$ cat config.mk
export PLATFORM = sky130hd
export DESIGN_NAME = ksa_swap_sequencer
export DESIGN_NICKNAME = d
export VERILOG_FILES = /design/src/rtl/ksa_swap_sequencer.sv
export SDC_FILE = /design/constraint.sdc
export NUM_CORES = 1
export LEC_CHECK = 0
export BUFFER_PORTS_ARGS = -buffer_cell sky130_fd_sc_hd__buf_4
export CORE_MARGIN = 5
export CORE_UTILIZATION = 57
export DETAILED_ROUTE_END_ITERATION = 10
export PLACE_DENSITY = 0.87
export RECOVER_POWER = 25
export SYNTH_ARGS = -nofsm -noshare
export SYNTH_HDL_FRONTEND = slang
export SYNTH_SLANG_ARGS = --single-unit
$ cat constraint.sdc
create_clock -name clk -period 3.4 [get_ports clk]
set_input_delay 0.85 -clock clk [delete_from_list [all_inputs] [get_ports clk]]
set_output_delay 0.85 -clock clk [all_outputs]
set_load 0.05 [all_outputs]
$ cat src/rtl/ksa_swap_sequencer.sv
`default_nettype none
// ============================================================================
//  Module      : ksa_swap_sequencer
//  Description : RC4 key-scheduling pass over the S-memory. For every i it
//                reads S[i], accumulates j = j + S[i] + key[i mod KEY_BYTES],
//                reads S[j] and writes the swapped pair back through one
//                synchronous single-port RAM channel.
//  Revision    : 1.0 - initial release
// ----------------------------------------------------------------------------
//  Parameters  : RAM_WIDTH  data/address width (bits)
//                RAM_SIZE   number of S entries, must be 2**RAM_WIDTH
//                KEY_BYTES  secret key length in bytes
//  Ports       : clk       rising-edge clock
//                reset     asynchronous active-low reset
//                start     level request, sampled in IDLE and DONE only
//                key       secret key, byte 0 in the MSBs, latched on start
//                ram_out   RAM read data, valid the cycle after its address
//                address   RAM address
//                ram_in    RAM write data
//                wren      RAM write enable
//                busy      high in every state except IDLE and DONE
//                finished  high only in DONE
//  Config      : `define KSA_SKIP_SELF_SWAP_EN to skip the j read and both
//                writes of any iteration whose new j equals i (3-cycle
//                iteration, no writes).
// ============================================================================
module ksa_swap_sequencer #(
    parameter int RAM_WIDTH = 8,
    parameter int RAM_SIZE  = 256,
    parameter int KEY_BYTES = 3
) (
    input  logic                   clk,
    input  logic                   reset,
    input  logic                   start,
    input  logic [KEY_BYTES*8-1:0] key,
    input  logic [RAM_WIDTH-1:0]   ram_out,
    output logic [RAM_WIDTH-1:0]   address,
    output logic [RAM_WIDTH-1:0]   ram_in,
    output logic                   wren,
    output logic                   busy,
    output logic                   finished
);

    localparam int                   KIDX_W   = (KEY_BYTES > 1) ? $clog2(KEY_BYTES) : 1;
    localparam logic [RAM_WIDTH-1:0] C_LAST_I = RAM_WIDTH'(RAM_SIZE - 1);
    localparam logic [KIDX_W-1:0]    C_LAST_K = KIDX_W'(KEY_BYTES - 1);

    typedef enum logic [3:0] {
        S_IDLE  = 4'd0,
        S_RD_I  = 4'd1,
        S_CAP_I = 4'd2,
        S_RD_J  = 4'd3,
        S_CAP_J = 4'd4,
        S_WR_I  = 4'd5,
        S_WR_J  = 4'd6,
        S_ADV   = 4'd7,   // self-swap shortcut: end-of-iteration with no write
        S_DONE  = 4'd8
    } state_t;

    state_t                 r_state;
    state_t                 w_state_nxt;
    logic [RAM_WIDTH-1:0]   r_i;
    logic [RAM_WIDTH-1:0]   r_j;
    logic [RAM_WIDTH-1:0]   r_si;
    logic [RAM_WIDTH-1:0]   r_sj;
    logic [KIDX_W-1:0]      r_kidx;
    logic [KEY_BYTES*8-1:0] r_key;
    logic [7:0]             w_keybyte;
    logic [RAM_WIDTH-1:0]   w_j_sum;
    logic                   w_last;

    // Key byte select by the wrapping index; byte 0 sits in the MSBs.
    always_comb begin
        w_keybyte = '0;
        for (int k = 0; k < KEY_BYTES; k++) begin
            if (r_kidx == KIDX_W'(k)) begin
                w_keybyte = r_key[(KEY_BYTES-1-k)*8 +: 8];
            end
        end
    end

    // Three-operand sum, valid in CAP_I when ram_out carries S[i].
    assign w_j_sum = r_j + ram_out + RAM_WIDTH'(w_keybyte);
    assign w_last  = (r_i == C_LAST_I);

    // State register
    always_ff @(posedge clk or negedge reset) begin
        if (!reset) begin
            r_state <= S_IDLE;
        end else begin
            r_state <= w_state_nxt;
        end
    end

    // Next-state and output decode
    always_comb begin
        w_state_nxt = r_state;
        address     = '0;
        ram_in      = '0;
        wren        = 1'b0;
        busy        = 1'b1;
        finished    = 1'b0;
        case (r_state)
            S_IDLE: begin
                busy = 1'b0;
                if (start) begin
                    w_state_nxt = S_RD_I;
                end
            end
            S_RD_I: begin
                address     = r_i;
                w_state_nxt = S_CAP_I;
            end
            S_CAP_I: begin
`ifdef KSA_SKIP_SELF_SWAP_EN
                w_state_nxt = (w_j_sum == r_i) ? S_ADV : S_RD_J;
`else
                w_state_nxt = S_RD_J;
`endif
            end
            S_RD_J: begin
                address     = r_j;
                w_state_nxt = S_CAP_J;
            end
            S_CAP_J: begin
                w_state_nxt = S_WR_I;
            end
            // S[j] is already captured, so overwriting S[i] first is safe
            // even when i == j.
            S_WR_I: begin
                address     = r_i;
                ram_in      = r_sj;
                wren        = 1'b1;
                w_state_nxt = S_WR_J;
            end
            S_WR_J: begin
                address     = r_j;
                ram_in      = r_si;
                wren        = 1'b1;
                w_state_nxt = w_last ? S_DONE : S_RD_I;
            end
            S_ADV: begin
                w_state_nxt = w_last ? S_DONE : S_RD_I;
            end
            S_DONE: begin
                busy     = 1'b0;
                finished = 1'b1;
                if (!start) begin
                    w_state_nxt = S_IDLE;
                end
            end
            default: begin
                busy        = 1'b0;
                w_state_nxt = S_IDLE;
            end
        endcase
    end

    // Datapath registers
    always_ff @(posedge clk or negedge reset) begin
        if (!reset) begin
            r_i    <= '0;
            r_j    <= '0;
            r_si   <= '0;
            r_sj   <= '0;
            r_kidx <= '0;
            r_key  <= '0;
        end else begin
            case (r_state)
                S_IDLE: begin
                    if (start) begin
                        r_i    <= '0;
                        r_j    <= '0;
                        r_kidx <= '0;
                        r_key  <= key;
                    end
                end
                S_CAP_I: begin
                    r_si <= ram_out;
                    r_j  <= w_j_sum;
                end
                S_CAP_J: begin
                    r_sj <= ram_out;
                end
                S_WR_J, S_ADV: begin
                    if (!w_last) begin
                        r_i    <= r_i + RAM_WIDTH'(1);
                        r_kidx <= (r_kidx == C_LAST_K) ? '0 : r_kidx + KIDX_W'(1);
                    end
                end
                default: begin
                end
            endcase
        end
    end

endmodule
`default_nettype wire

; Yosys cells after proc, flatten, opt, wreduce, memory -nomap -nowiden
; Index checks and enable logic that the tools add are counted.
[word_totals]
out_inout_bits = 19
wordCells = 58
ff_bits = 62
[op_classes]
add_sub_neg = 4
n_eq_ne = 14
muxes = 20
n_reduce_logical = 13
[op_table]
columns = cell, count
row1 = 8-bit case mux with 2 select lines, 4
row2 = 8-bit 2-to-1 mux, 5
row3 = 4-bit case mux with 8 select lines, 1
row4 = 8-bit adder, 2
row5 = 4-bit by 3-bit == test with 1-bit output (second input constant), 4
row6 = 4-bit 2-to-1 mux, 3
row7 = 8-bit by 1-bit adder with 8-bit output (second input constant), 1
row8 = 4-bit by 2-bit == test with 1-bit output (second input constant), 2
row9 = 8-bit == test (second input constant), 1
row10 = 2-bit OR reduction, 4
row11 = 7-bit OR reduction, 1
row12 = 2-bit 2-to-1 mux, 3
row13 = 2-bit inequality test (second input constant), 3
row14 = 2-bit AND reduction, 3
row15 = 4-bit by 1-bit == test with 1-bit output (second input constant), 1
row16 = 4-bit == test (second input constant), 1
row17 = 4-bit zero test, 1
row18 = 2-bit case mux with 2 select lines, 1
row19 = 2-bit nonzero test, 2
row20 = 1-bit 2-to-1 mux, 3
row21 = 3-bit AND reduction, 1
row22 = 2-bit by 1-bit adder with 2-bit output (second input constant), 1
row23 = 2-bit by 1-bit == test with 1-bit output (second input constant), 1
row24 = 2-bit == test (second input constant), 1
row25 = 2-bit zero test, 1

; Longest topological paths before layout
[depth]
ltp_word = 6
ltp_mapped = 13

; Least setup slack after synthesis
; No wires, ideal clock.
[synth_timing]
path_kind = input-to-reg
from = in ram_out[1]
to = reg r_j[7]
slack_ns = 0.703
n_path_buf = 0
t_required_ns = 3.317
arrival_time_ns = 2.614
stages = 9
setup_time_ns = 0.083
path_cell_list = fa_1 > ha_1 > inv_1 > fa_1 > nand2b_1 > a21oi_1 > o22ai_1 > xnor2_1 > o21ai_0
[synth_via]
elab_chain_len = 3
[synth_lines]
columns = element, line_no
row1 = "start, declared", 36  ; input logic [RAM_WIDTH-1:0] ram_out,
row2 = 8-bit adder (2 in series), 83  ; assign w_j_sum = r_j + ram_out + RAM_WIDTH'(w_keybyte);
row3 = 8-bit case mux with 2 select lines, 169  ; case (r_state)
row4 = "end signal, assigned", 180  ; r_j <= w_j_sum;
row5 = "end, declared", 63  ; logic [RAM_WIDTH-1:0] r_j;
; Every way passes these cells.
; A chain may end at the register's enable or synchronous reset.

; Final worst setup path
[layout_timing]
from = reg r_state[1]
to = out ram_in[3]
[layout_via]
elab_chain_len = 2
word_cells_on_any_way = 3
[layout_lines]
columns = element, line_no
row1 = "start, declared", 60  ; state_t r_state;
row2 = "start signal, assigned", 91  ; r_state <= w_state_nxt;
row3 = 4-bit by 3-bit == test with 1-bit output, 103  ; case (r_state)
row4 = 8-bit case mux with 2 select lines *, 103
row5 = "end, declared", 38  ; output logic [RAM_WIDTH-1:0] ram_in,
; Every way passes the cells marked *; elsewhere a longest branch is shown, timed or not.

==> summary.md <==
| Metric | Value |
|---|---|
| Dpl ws | `0.257 ns` |
| Status | `complete, but fails checks` |
| Setup-failing EPs final | `0` |
| Hold WS | `0.479 ns` |
| Port Buffers | `53` |
| DRT iter0 DRCs | `232` |
| Failing checks | `max-capacitance violations, max-slew violations` |
| Crit path buf inv count | `1` |
| CP cell instances | `nor2b_1, a22oi_1, nor2_1, buf_4` |
| Asr flop ratio synth | `1.00` |
| Total wire length | `7650 um` |
| Sequential Area | `0.00155 mm^2` |
| Tot Pwr | `4.08 mW` |
| Fmax | `0.331 GHz` |
| Routed vias | `2759` |
| Initial core utilization | `0.577` |
| Setup TNS | `0 ns` |
| Reg2reg path depth | `12` |
| Post-synth top area cell | `dfrtp_1` |
| Number of global-route vias before repair | `2719` |
| Comb power frac | `0.531` |
| Sw frac | `0.449` |
| Global-route wire length before repair | `13000 um` |
| Slew @ Worst Pin | `1.51 ns` |
| Cell family with most CP delay | `simple AND/OR/NAND/NOR gates` |
| Largest net degree at the start of global routing | `63` |
| Setup Skew | `0.00472 ns` |
| TritonCTS clock tree | `yes` |
| DIE WIDTH | `86.7 um` |
| Crit path time final | `3.02 ns` |
| Crit path largest cell delay | `0.67 ns` |
| Number of antenna violations at the first check in global routing | `0` |
| Static Leakage | `1.96 nW` |
| Grt total ovfl | `0` |
| RSZ-0062 raised after global routing | `no` |
| Power share of the clock group | `0.137` |
| Design area | `0.00395 mm^2` |
| Number of detailed-route iterations in the first pass | `5` |
| Yosys reg bits | `62` |
| Clock latency on the worst-skew pair | `0.33 ns` |
| Hold path cells | `2` |
| YS warnings | `0` |
| Most numerous cell in the Yosys netlist | `nand2_1` |
| Core area | `0.00582 mm^2` |
| Syn Nets | `421` |
| Post-Layout Cell Count | `497` |
| Clk buf depth | `2` |
| Die ar. | `0.00752 mm^2` |
| Synth top area share | `0.462` |
| Per-cell routed wire length | `15.4 um` |
| Top post-synthesis cells by count | `nand2_1, dfrtp_1, nor2_1` |
| Switching power | `1.83 mW` |
| # Max-Cap Violations | `1` |
| Slew Limit Fails | `63` |
| Reg power frac | `0.332` |
| Crit path max-delay cell type | `nor2b_1` |
| Synth cell types | `42` |
| Max FO, Critical Path | `15` |
| Max H-tree Level | `3` |
| Multi-input logic area | `0.00169 mm^2` |
| Area growth, synth to finish | `17.6%` |
| Critical path required time | `2.55 ns` |
| Crit end category | `primary output` |
| Critical path depth | `4` |
| Post-synth EDFFs | `0` |
| DP HPWL | `5460 um` |
| Period utilization | `0.890` |
| PwrDens | `1040 mW/mm^2` |
| Synth Instances | `371` |
| Internal power | `2.25 mW` |
| Hold-fix buffers at CTS | `0` |
| Main flop type after synthesis | `dfrtp_1` |
| Nets | `468` |
| Antenna cells | `0` |
| I/O pin cnt | `54` |
| Final ANT Viol Nets | `0` |
| Worst R2R Setup Slack | `0.41 ns` |
| TritonCTS buffer count | `9` |
| Fillers | `473` |
| Kind of critical path | `flip-flop to primary output` |
| Sequential-to-total area share from yosys stat | `0.462` |
| Share of layout cells above drive strength 1 | `0.204` |
| Synth Area per Inst | `9.05 um^2` |
| Routability cong. | `0.958` |
| CTS clk-pin slew, worst paths | `0.06 ns` |
| Slew HR | `-0.00861` |
| GRT Util Overall | `0.221` |
| Type of origin of the critical path | `flip-flop` |
| Row count | `28` |
| Worst setup margin | `0.376 ns` |
| DR vias/cell | `5.55` |
| Clk root buf | `clkbuf_8` |
| Post-Place Cells | `482` |
| HP Class | `flip-flop to flip-flop` |
| Peak supply drop | `0.512 mV` |
| Final hold vios | `0` |
| Post-Syn Area | `0.00336 mm^2` |
| Post-route DRC | `0` |
| Final core utilization | `0.678` |
| Clock Sinks | `62` |
| Placed inst area | `0.00378 mm^2` |
| Arrival time at the worst endpoint | `2.17 ns` |
| Largest cells by area after synthesis | `dfrtp_1, nand2_1, fa_1` |
| DIE HEIGHT | `86.7 um` |
## power groups by stage
stage,logic (mW),clock network [mW],registers [mW]
after floorplan,1.74,0,1.22
after global placement,2.02,0,1.35
after detailed placement,2.13,0,1.36
after CTS,2.16,0.574,1.35
after global routing,2.42,0.611,1.40
final,2.17,0.559,1.36
## final timing paths
| kind | from | to |
|---|---|---|
| max in group asynchronous | reset | r_kidx[0]$_DFFE_PN0P_ |
| min in group asynchronous | reset | r_si[7]$_DFFE_PN0P_ |
| max | r_state[1]$_DFFE_PN0P_ | ram_in[3] |
| max reg2reg | r_kidx[1]$_DFFE_PN0P_ | r_j[7]$_DFFE_PN0P_ |
| min | r_si[7]$_DFFE_PN0P_ | r_si[7]$_DFFE_PN0P_ |
| min reg2reg | r_si[7]$_DFFE_PN0P_ | r_si[7]$_DFFE_PN0P_ |
## registers in the layout (all words and copies together), names as in the netlist
| name | flops |
|---|---|
| r_state | 4 |
| r_kidx | 2 |
| r_si | 8 |
| r_key | 24 |
| r_i | 8 |
| r_j | 8 |
| r_sj | 8 |
## routing by layer
layer / GRT usage / routed length [um]
met5: 0 / 0
met1: 0.306 / 3330
met3: 0.0627 / 512
met4: 0.0779 / 171
met2: 0.336 / 3630
## cells by family after synthesis
kind of cell    after synthesis  synth area share
simple gates                184             0.236
flops                        62             0.462
compound gates               55             0.110
buf+inv                      27            0.0351
mux                          18            0.0570
fa+ha+maj                    15            0.0738
xor+xnor                     10            0.0261
## worst min-delay path, stage by stage, from the launching register on
cell and delay, ns:
dfrtp_1 0.34, nand2_1 0.05, nand2_1 0.05
## cells in the final DEF (no fill, tap or decap), drive strengths merged, types with 2 or more instances in the layout
| cell | instances |
|---|---|
| nand2b | 8 |
| ha | 7 |
| a21oi | 8 |
| and3 | 2 |
| nand2 | 117 |
| and2 | 2 |
| inv | 7 |
| nor2 | 34 |
| clkbuf | 15 |
| mux2i | 9 |
| a21o | 2 |
| fa | 8 |
| xnor2 | 5 |
| nor3 | 5 |
| nand4 | 3 |
| nand3 | 4 |
| o21ai | 16 |
| a22o | 5 |
| o22ai | 2 |
| mux2 | 9 |
| xor2 | 5 |
| nor3b | 2 |
| dfrtp | 62 |
| a22oi | 15 |
| nor2b | 4 |
| buf | 55 |
## area by class of cell
cell class / count / area share
multi-input combinational: 282 / 0.428
clock buffer: 14 / 0.0412
inverter: 7 / 0.00666
tap: 75 / 0.0238
clock inverter: 1 / 0.00127
timing repair buffer: 56 / 0.106
sequential: 62 / 0.394
## timing repair
item	in CTS	in global routing
gates resized for setup	0	1
buffers inserted	0	0
setup endpoints to repair	0	1
(Power assumes the default switching activity.)
